## src/rtl/breakpoint_ctrl.sv

```systemverilog
// breakpoint_ctrl: hardware breakpoint scheduler.
// Picks trace events from NUM_SRC sources in round-robin order and compares
// each one against a programmable breakpoint table. On a hit the design
// halts until the debugger asserts resume.
// Optional feature macro: BP_STEP_EN adds a step_mode input. While it is
// high, every checked event counts as a hit.
module breakpoint_ctrl #(
    parameter int NUM_SRC = 4,
    parameter int ID_W    = 32,
    parameter int STMT_W  = 32,
    parameter int NUM_BP  = 8
) (
    input  logic                          clk,
    input  logic                          rst,
    input  logic [NUM_SRC-1:0]            src_valid,
    input  logic [NUM_SRC*ID_W-1:0]       src_instance_id,
    input  logic [NUM_SRC*STMT_W-1:0]     src_stmt_id,
    output logic [NUM_SRC-1:0]            src_ready,
    input  logic                          cfg_we,
    input  logic [$clog2(NUM_BP)-1:0]     cfg_idx,
    input  logic                          cfg_en,
    input  logic [ID_W-1:0]               cfg_instance_id,
    input  logic [STMT_W-1:0]             cfg_stmt_id,
    input  logic                          resume,
`ifdef BP_STEP_EN
    input  logic                          step_mode,
`endif
    output logic                          halt,
    output logic [$clog2(NUM_SRC)-1:0]    hit_src,
    output logic [ID_W-1:0]               hit_instance_id,
    output logic [STMT_W-1:0]             hit_stmt_id,
    output logic [15:0]                   hit_count
);

    localparam int SRC_W = $clog2(NUM_SRC);

    typedef enum logic [1:0] {
        IDLE  = 2'd0,
        CHECK = 2'd1,
        HALT  = 2'd2
    } state_t;

    state_t state;

    // Breakpoint table
    logic              bp_en   [NUM_BP];
    logic [ID_W-1:0]   bp_inst [NUM_BP];
    logic [STMT_W-1:0] bp_stmt [NUM_BP];

    // Round-robin start index and the latched event
    logic [SRC_W-1:0]  rr_ptr;
    logic [SRC_W-1:0]  lat_src;
    logic [ID_W-1:0]   lat_inst;
    logic [STMT_W-1:0] lat_stmt;

    logic [SRC_W-1:0]  cand;
    logic [SRC_W-1:0]  grant_idx;
    logic              grant_any;
    logic              bp_match;
    logic              hit_now;

    // Round-robin grant search starting at rr_ptr; only offered in IDLE
    always_comb begin
        src_ready = '0;
        grant_idx = '0;
        grant_any = 1'b0;
        cand      = '0;
        if (state == IDLE) begin
            for (int unsigned k = 0; k < NUM_SRC; k++) begin
                cand = SRC_W'((32'(rr_ptr) + k) % NUM_SRC);
                if (!grant_any && src_valid[cand]) begin
                    grant_any = 1'b1;
                    grant_idx = cand;
                end
            end
            if (grant_any) begin
                src_ready[grant_idx] = 1'b1;
            end
        end
    end

    // Parallel compare of the latched event against all enabled entries
    always_comb begin
        bp_match = 1'b0;
        for (int unsigned i = 0; i < NUM_BP; i++) begin
            if (bp_en[i] && (bp_inst[i] == lat_inst) && (bp_stmt[i] == lat_stmt)) begin
                bp_match = 1'b1;
            end
        end
`ifdef BP_STEP_EN
        hit_now = bp_match || step_mode;
`else
        hit_now = bp_match;
`endif
    end

    // Table writes, FSM sequencing and registered hit outputs
    always_ff @(posedge clk) begin
        if (rst) begin
            state           <= IDLE;
            rr_ptr          <= '0;
            lat_src         <= '0;
            lat_inst        <= '0;
            lat_stmt        <= '0;
            halt            <= 1'b0;
            hit_src         <= '0;
            hit_instance_id <= '0;
            hit_stmt_id     <= '0;
            hit_count       <= '0;
            for (int unsigned i = 0; i < NUM_BP; i++) begin
                bp_en[i]   <= 1'b0;
                bp_inst[i] <= '0;
                bp_stmt[i] <= '0;
            end
        end else begin
            // The compare in CHECK reads the pre-write entry because the
            // write lands at this same edge.
            if (cfg_we) begin
                bp_en[cfg_idx]   <= cfg_en;
                bp_inst[cfg_idx] <= cfg_instance_id;
                bp_stmt[cfg_idx] <= cfg_stmt_id;
            end

            case (state)
                IDLE: begin
                    if (grant_any) begin
                        lat_src  <= grant_idx;
                        lat_inst <= src_instance_id[grant_idx*ID_W +: ID_W];
                        lat_stmt <= src_stmt_id[grant_idx*STMT_W +: STMT_W];
                        rr_ptr   <= SRC_W'((32'(grant_idx) + 1) % NUM_SRC);
                        state    <= CHECK;
                    end
                end
                CHECK: begin
                    if (hit_now) begin
                        hit_src         <= lat_src;
                        hit_instance_id <= lat_inst;
                        hit_stmt_id     <= lat_stmt;
                        if (hit_count != 16'hFFFF) begin
                            hit_count <= hit_count + 16'd1;
                        end
                        halt  <= 1'b1;
                        state <= HALT;
                    end else begin
                        state <= IDLE;
                    end
                end
                HALT: begin
                    if (resume) begin
                        halt  <= 1'b0;
                        state <= IDLE;
                    end
                end
                default: begin
                    halt  <= 1'b0;
                    state <= IDLE;
                end
            endcase
        end
    end

endmodule
```

## config.mk

```make
export PLATFORM = sky130hd
export DESIGN_NAME = breakpoint_ctrl
export DESIGN_NICKNAME = d
export VERILOG_FILES = /design/src/rtl/breakpoint_ctrl.sv
export SDC_FILE = /design/constraint.sdc
export NUM_CORES = 2
export LEC_CHECK = 0
export BUFFER_PORTS_ARGS = -buffer_cell sky130_fd_sc_hd__buf_2
export CAP_MARGIN = 20
export CELL_PAD_IN_SITES_DETAIL_PLACEMENT = 0
export CELL_PAD_IN_SITES_GLOBAL_PLACEMENT = 1
export CORE_MARGIN = 1.5
export CORE_UTILIZATION = 45
export CTS_CLUSTER_DIAMETER = 150
export DETAILED_ROUTE_END_ITERATION = 8
export PLACE_DENSITY_LB_ADDON = 0.1
export SLEW_MARGIN = 10
export SYNTH_ARGS = -nofsm -noshare
export SYNTH_HDL_FRONTEND = slang
export SYNTH_SLANG_ARGS = --single-unit
```

## constraint.sdc

```tcl
create_clock -name clk -period 4 [get_ports clk]
set_input_delay 0.6 -clock clk [delete_from_list [all_inputs] [get_ports clk]]
set_output_delay 0.6 -clock clk [all_outputs]
set_load 0.02 [all_outputs]
```

* After elaboration in Yosys (flattened, before gate mapping)
Memories as Yosys holds them, arrays and structs flattened.
Cells that the tools add are included.
** Word-level totals
- Flip-flop bits (word level) :: 153
- Bits in writable memories :: 520
- Input port bits :: 332
- Output and inout bits :: 87
- Logic and storage cells :: 137
- Memories kept :: 3
** Operators by class
- $add $sub $neg :: 5
- Magnitude comparators :: 6
- Equality and inequality tests :: 22
- Shift-type cells :: 2
- Multiplexer cells :: 56
- Bitwise operators :: 1
- Reductions and logical operators :: 32
** Memory list
- bp_inst :: words 8, bits a word 32, rd ports 8, clocked after memory_dff 0, wr ports 8, line 47 : logic [ID_W-1:0] bp_inst [NUM_BP];
- bp_stmt :: words 8, bits a word 32, rd ports 8, clocked after memory_dff 0, wr ports 8, line 48 : logic [STMT_W-1:0] bp_stmt [NUM_BP];
- bp_en :: words 8, bits a word 1, rd ports 8, clocked after memory_dff 0, wr ports 8, line 46 : logic bp_en [NUM_BP];
** Operators with widths (count)
- $eq A32 B32 Y1 :: 16
- $shiftx A128 B8 Y32 :: 2
- $mux W32 :: 2
- $reduce_or A32 Y1 :: 2
- $mux W1 :: 33
- $logic_and A1 B1 Y1 :: 20
- $mux W2 :: 9
- $add A16 B1 Y16 const B :: 1
- $ne A16 B16 Y1 const B :: 1
- $lt A2 B3 Y1 const B :: 5
- $mux W3 :: 3
- $bmux W1 S2 :: 4
- $mux W4 :: 2
- $ne A2 B2 Y1 const B :: 3
- $pmux W2 S3 :: 1
- $reduce_and A2 Y1 :: 3
- $reduce_and A3 Y1 :: 2
- $add A2 B1 Y2 const B :: 2
- $add A2 B2 Y2 const B :: 2
- $logic_not A1 Y1 :: 3
- $pmux W1 S3 :: 1
- $demux W1 S2 :: 1
- $eq A2 B1 Y1 const B :: 1
- $eq A2 B2 Y1 const B :: 1
- other kinds (4) :: 4

* Depth between registers and ports, before layout
- Word-level depth :: 22
- Gate-level depth with buffers :: 12
- Depth with buffers taken out :: 8

* Worst setup path before layout
No wires, ideal clock.
- Kind :: in2out
- Start :: in src_valid[0]
- End :: out src_ready[3]
- Arrival time :: 2.501 ns
- Data required time :: 3.400 ns
- Path slack :: 0.899 ns
- Cell stages on the path :: 9
- Path buffers :: 3
- Cells stage by stage :: nor2b_1 a21oi_1 o22ai_1 a21oi_1 and2_1 clkbuf_1 buf_2 buf_1 nor2b_1
** On the way
- Word-level cells in the longest chain between the ends :: 22
- Elaborated cells on any way between the ends :: 34
** RTL lines
- start: declaration :: line 15 : input logic [NUM_SRC-1:0] src_valid,
- $bmux W1 S2 :: line 71 : if (!grant_any && src_valid[cand]) begin
- $mux W1 (implied by the code) :: line 71
- $mux W1 :: line 71
- $mux W1 :: line 68 : if (state == IDLE) begin
- $logic_not A1 Y1 :: line 71
- $logic_and A1 B1 Y1 :: line 71
- $mux W1 :: line 71
- $mux W1 :: line 68
- [6 not listed]
- $mux W2 :: line 71
- $mux W2 :: line 68
- $lt A2 B3 Y1 (implied by the code) / $ge A2 B1 Y1 (equally long branches) :: line 77 : src_ready[grant_idx] = 1'b1;
- $logic_and A1 B1 Y1 (implied by the code) :: line 77
- $mux W1 (implied by the code) :: line 77
- $demux W1 S2 :: line 77
- $mux W4 * :: line 76 : if (grant_any) begin
- $mux W4 * :: line 68
- end: declaration :: line 18 : output logic [NUM_SRC-1:0] src_ready,
Mark *: on every way between the ends. The rest lies on a longest branch, timed or not. The select of a mux whose other input is x is not followed.

* Worst setup path after layout
- Start :: reg lat_stmt[19]
- End :: reg hit_count[9]
** On the way
- Word-level cells in the longest chain between the ends :: 11
- Elaborated cells on any way between the ends :: 25
** RTL lines
- start: declaration :: line 54 : logic [STMT_W-1:0] lat_stmt;
- start signal: assignment :: line 129 : lat_stmt <= src_stmt_id[grant_idx*STMT_W +: STMT_W];
- $eq A32 B32 Y1 :: line 86 : if (bp_en[i] && (bp_inst[i] == lat_inst) && (bp_stmt[i] == lat_stmt)) begin
- $logic_and A1 B1 Y1 :: line 86
- $mux W1 (7 in a row) :: line 86
- $mux W1 * :: line 86
- $reduce_and A3 Y1 (no line) *
- end signal: assignment :: line 140 : hit_count <= hit_count + 16'd1;
- end: declaration :: line 32 : output logic [15:0] hit_count
Mark *: on every way between the ends. The rest lies on a longest branch, timed or not.
A chain may end at the register's enable or synchronous reset.

==> flow_metrics.env <==
export IMPL_outcome="finished clean"
export IMPL_cts_root_buf="clkbuf_16"
export IMPL_slew_viol_final=0
export IMPL_cp_startpoint="lat_stmt[19]$_SDFFE_PP0P_"
export IMPL_ys_seq_area_share_pct=56.6
export IMPL_postSynthAreaPerCell_um2=11.7
export IMPL_cap_viol_max_count=0
export IMPL_tritoncts="done"
export IMPL_worstSkewPairLatency_ns=0.64
export IMPL_drive_gt1_share_pct=25.0
export IMPL_num_vias=25300
export IMPL_r2r_cells=9
export IMPL_grt_util_all_layers_pct=37.7
export IMPL_grt_pass1_wl_um=193000
export IMPL_hold_depth=2
export IMPL_vdd_ir_drop_max_v=0.000378
export IMPL_path_max_fanout=16
export IMPL_arrival_ns=4.38
export IMPL_grt_overflow=0
export IMPL_dp_cells=4210
export IMPL_start_kind="register"
export IMPL_finalNonFillerCells=4354
export IMPL_setup_viol=0
export IMPL_synth_seq_cells=673
export IMPL_fmax_ghz=0.258
export IMPL_cts_hold_buffers_added=0
export IMPL_first_iter_violations=2937
export IMPL_coreArea_mm2=0.0728
export IMPL_min_delay_path_class="primary input to register"
export IMPL_antenna_found_initial=13
export IMPL_numPortBuffers=418
export IMPL_worst_pin_slew_ns=0.937
export IMPL_rsz0062_at_grt="no"
export IMPL_reg2reg_from="lat_stmt[19]$_SDFFE_PP0P_"
export IMPL_p_per_area_mw_per_mm2=473
export IMPL_synth_distinct_cells=61
export IMPL_grt_pass1_vias=24400
export IMPL_row_count=99
export IMPL_io_pin_count=419
export IMPL_syn_instance_count=2820
export IMPL_clockBufferDepth=3
export IMPL_area_growth_pct=21.2
export IMPL_clk_pin_slew_ns=0.06
export IMPL_fin_crit_sh_pct=96.8
export IMPL_wl_um=143000
export IMPL_min_from="rst"
export IMPL_hpwlAfterDp_um=104000
export IMPL_cts_made_buffers=75
export IMPL_syn_area_mm2=0.0330
export IMPL_hold_viol=0
export IMPL_cts_max_level=3
export IMPL_yosysWarnings=0
export IMPL_final_nets=3661
export IMPL_syn_nets=3153
export IMPL_grt_max_degree=147
export IMPL_synth_edf_count=520
export IMPL_clock_sinks=673
export IMPL_drc=0
export IMPL_initial_core_util_pct=45.3
export IMPL_p_leak_nw=15.1
export IMPL_die_area_mm2=0.0750
export IMPL_finalClockSkew_ns=0.0293
export IMPL_firstDrtPassIters=7
export IMPL_fin_setup_tns_ns=0
export IMPL_detail_route_wl_per_cell_um=32.9
export IMPL_fp_dieH_um=274
export IMPL_postRouteAntennaNets=0
export IMPL_relSlewSlack_pct=37.0
export IMPL_endpoint_kind="register"
export IMPL_finalWeightedCongestion=0.985
export IMPL_async_flop_share_pct=0
export IMPL_viasPerCell=5.81
export IMPL_crit_type="register to register"
export IMPL_ys_flop_type="edfxtp_1"
export IMPL_critPathRequiredTime_ns=4.51
export IMPL_die_w_um=274
export IMPL_min_period_ns=3.87
[synth_stat cells, drive strengths merged, types with 3 or more instances]
library cell    n  area [um^2]
or4             4         30.0
o21ai           7         35.0
o2bb2ai         5         43.8
a22o            4         35.0
nand2b         53          332
a221oi          3         26.3
clkbuf        125          469
nor3b           3         22.5
buf            74          378
dfxtp         153         3060
o31ai           5         37.5
o32a            3         30.0
or2             8         50.1
a21oi          85          425
mux2            6         67.6
o2111ai        18          158
inv            56          213
a222oi          4         40.0
nand3          17         85.1
and3            4         25.0
a221o           4         40.0
o221ai          4         35.0
xnor2         295         2580
mux2i         128         1280
edfxtp        520        15600
xor2          133         1160
o41ai           3         26.3
nand2         148          556
nor2           69          259
nor2b          20          125
a211oi         32          240
and2          521         3260
o22ai          13         81.3
nand4b          3         26.3
nand4          87          544
o221a          66          743
nor4           62          388
nor3           53          265
[layer usage]
layer	track usage [%]	routed length, um
met1	49.7	56600
met2	61.2	66700
met3	4.39	11500
met4	19.9	8370
met5	0	0
[placed cells by master, fill, tap and decap left out, types with 10 or more instances in the layout]
cell type	count
and2_1	520
edfxtp_1	520
buf_2	417
xnor2_1	294
buf_4	185
nand2_1	148
dfxtp_1	146
xor2_1	133
mux2i_1	128
nand4_1	87
a21oi_1	84
clkbuf_16	76
o221a_2	66
nor2_1	63
nor4_1	57
inv_1	55
nand2b_1	53
nor3_1	49
a211oi_1	32
buf_12	27
clkbuf_1	26
nor2b_1	20
o2111ai_1	18
nand3_1	17
o22ai_1	12
clkinv_2	10
[stage by stage]
stage | hold slack (ns) | instance area, um^2 | power (mW) | utilization (%) | worst slack, ns
after floorplan | 0.437 | 33000 | 10.1 | - | 0.899
after global routing | 0.295 | 40000 | 19.4 | 54.9 | 0.00311
after detailed placement | 0.445 | 37500 | 12.0 | 51.5 | -0.150
final | 0.285 | 40000 | 18.9 | 54.9 | 0.129
after CTS | 0.252 | 40000 | 18.9 | 54.9 | 0.0141
after global placement | 0.438 | 37500 | 12.0 | 51.5 | -0.280
[where the power goes]
group / leakage [nW] / internal [mW] / switching (mW)
registers: 6.24 / 7.97 / 0.411
clock network: 1.18 / 3.95 / 3.01
logic: 7.65 / 1.38 / 2.22
total: 15.1 / 13.3 / 5.64
[logic make-up after synthesis]
kind of cell    Yosys count  share of synthesized area, %
buf+inv                 255                          3.21
mux                     134                          4.09
compound gates          270                          6.50
fa+ha+maj                 1                        0.0379
simple gates           1059                          18.2
flops                   673                          56.6
xor+xnor                428                          11.4
[registers in the layout, summed over array words and instances (netlist names)]
signal           cells
lat_stmt            32
hit_count           16
hit_stmt_id         32
bp_en                8
hit_instance_id     32
halt                 1
hit_src              2
state                2
rr_ptr               2
bp_inst            256
bp_stmt            256
lat_src              2
lat_inst            32
[what timing repair did]
item                                    in CTS  in global routing
endpoints found under the setup margin      12                  5
resized for setup                            3                  9
setup buffers                                0                  0
[final cells by class]
class	instances	area, um^2
inverters	56	213
clock inverters	28	324
well taps	959	1200
diodes	6	15.0
fillers	6361	32800
multi-input cells	1892	13400
flip-flops and latches	673	18700
repair buffers	630	4030
clock buffers	110	2100
[path summary, 6_finish.rpt]
| kind | to | slack [ns] |
|---|---|---|
| max | hit_count[9]$_SDFFE_PP0P_ | 0.13 |
| min | hit_count[12]$_SDFFE_PP0P_ | 0.29 |
| max reg2reg | hit_count[9]$_SDFFE_PP0P_ | 0.13 |
| min reg2reg | hit_instance_id[5]$_SDFFE_PP0P_ | 0.45 |
[critical path: stages (launching register included)]
cell and delay (ns):
dfxtp_1 0.61, inv_1 0.33, a221o_1 0.43, nor4_2 0.54
nand3_1 0.27, o32a_1 0.27, a41o_2 0.42, buf_4 0.22
nor4_1 0.30, mux2_1 0.35
(Power assumes the default switching activity.)
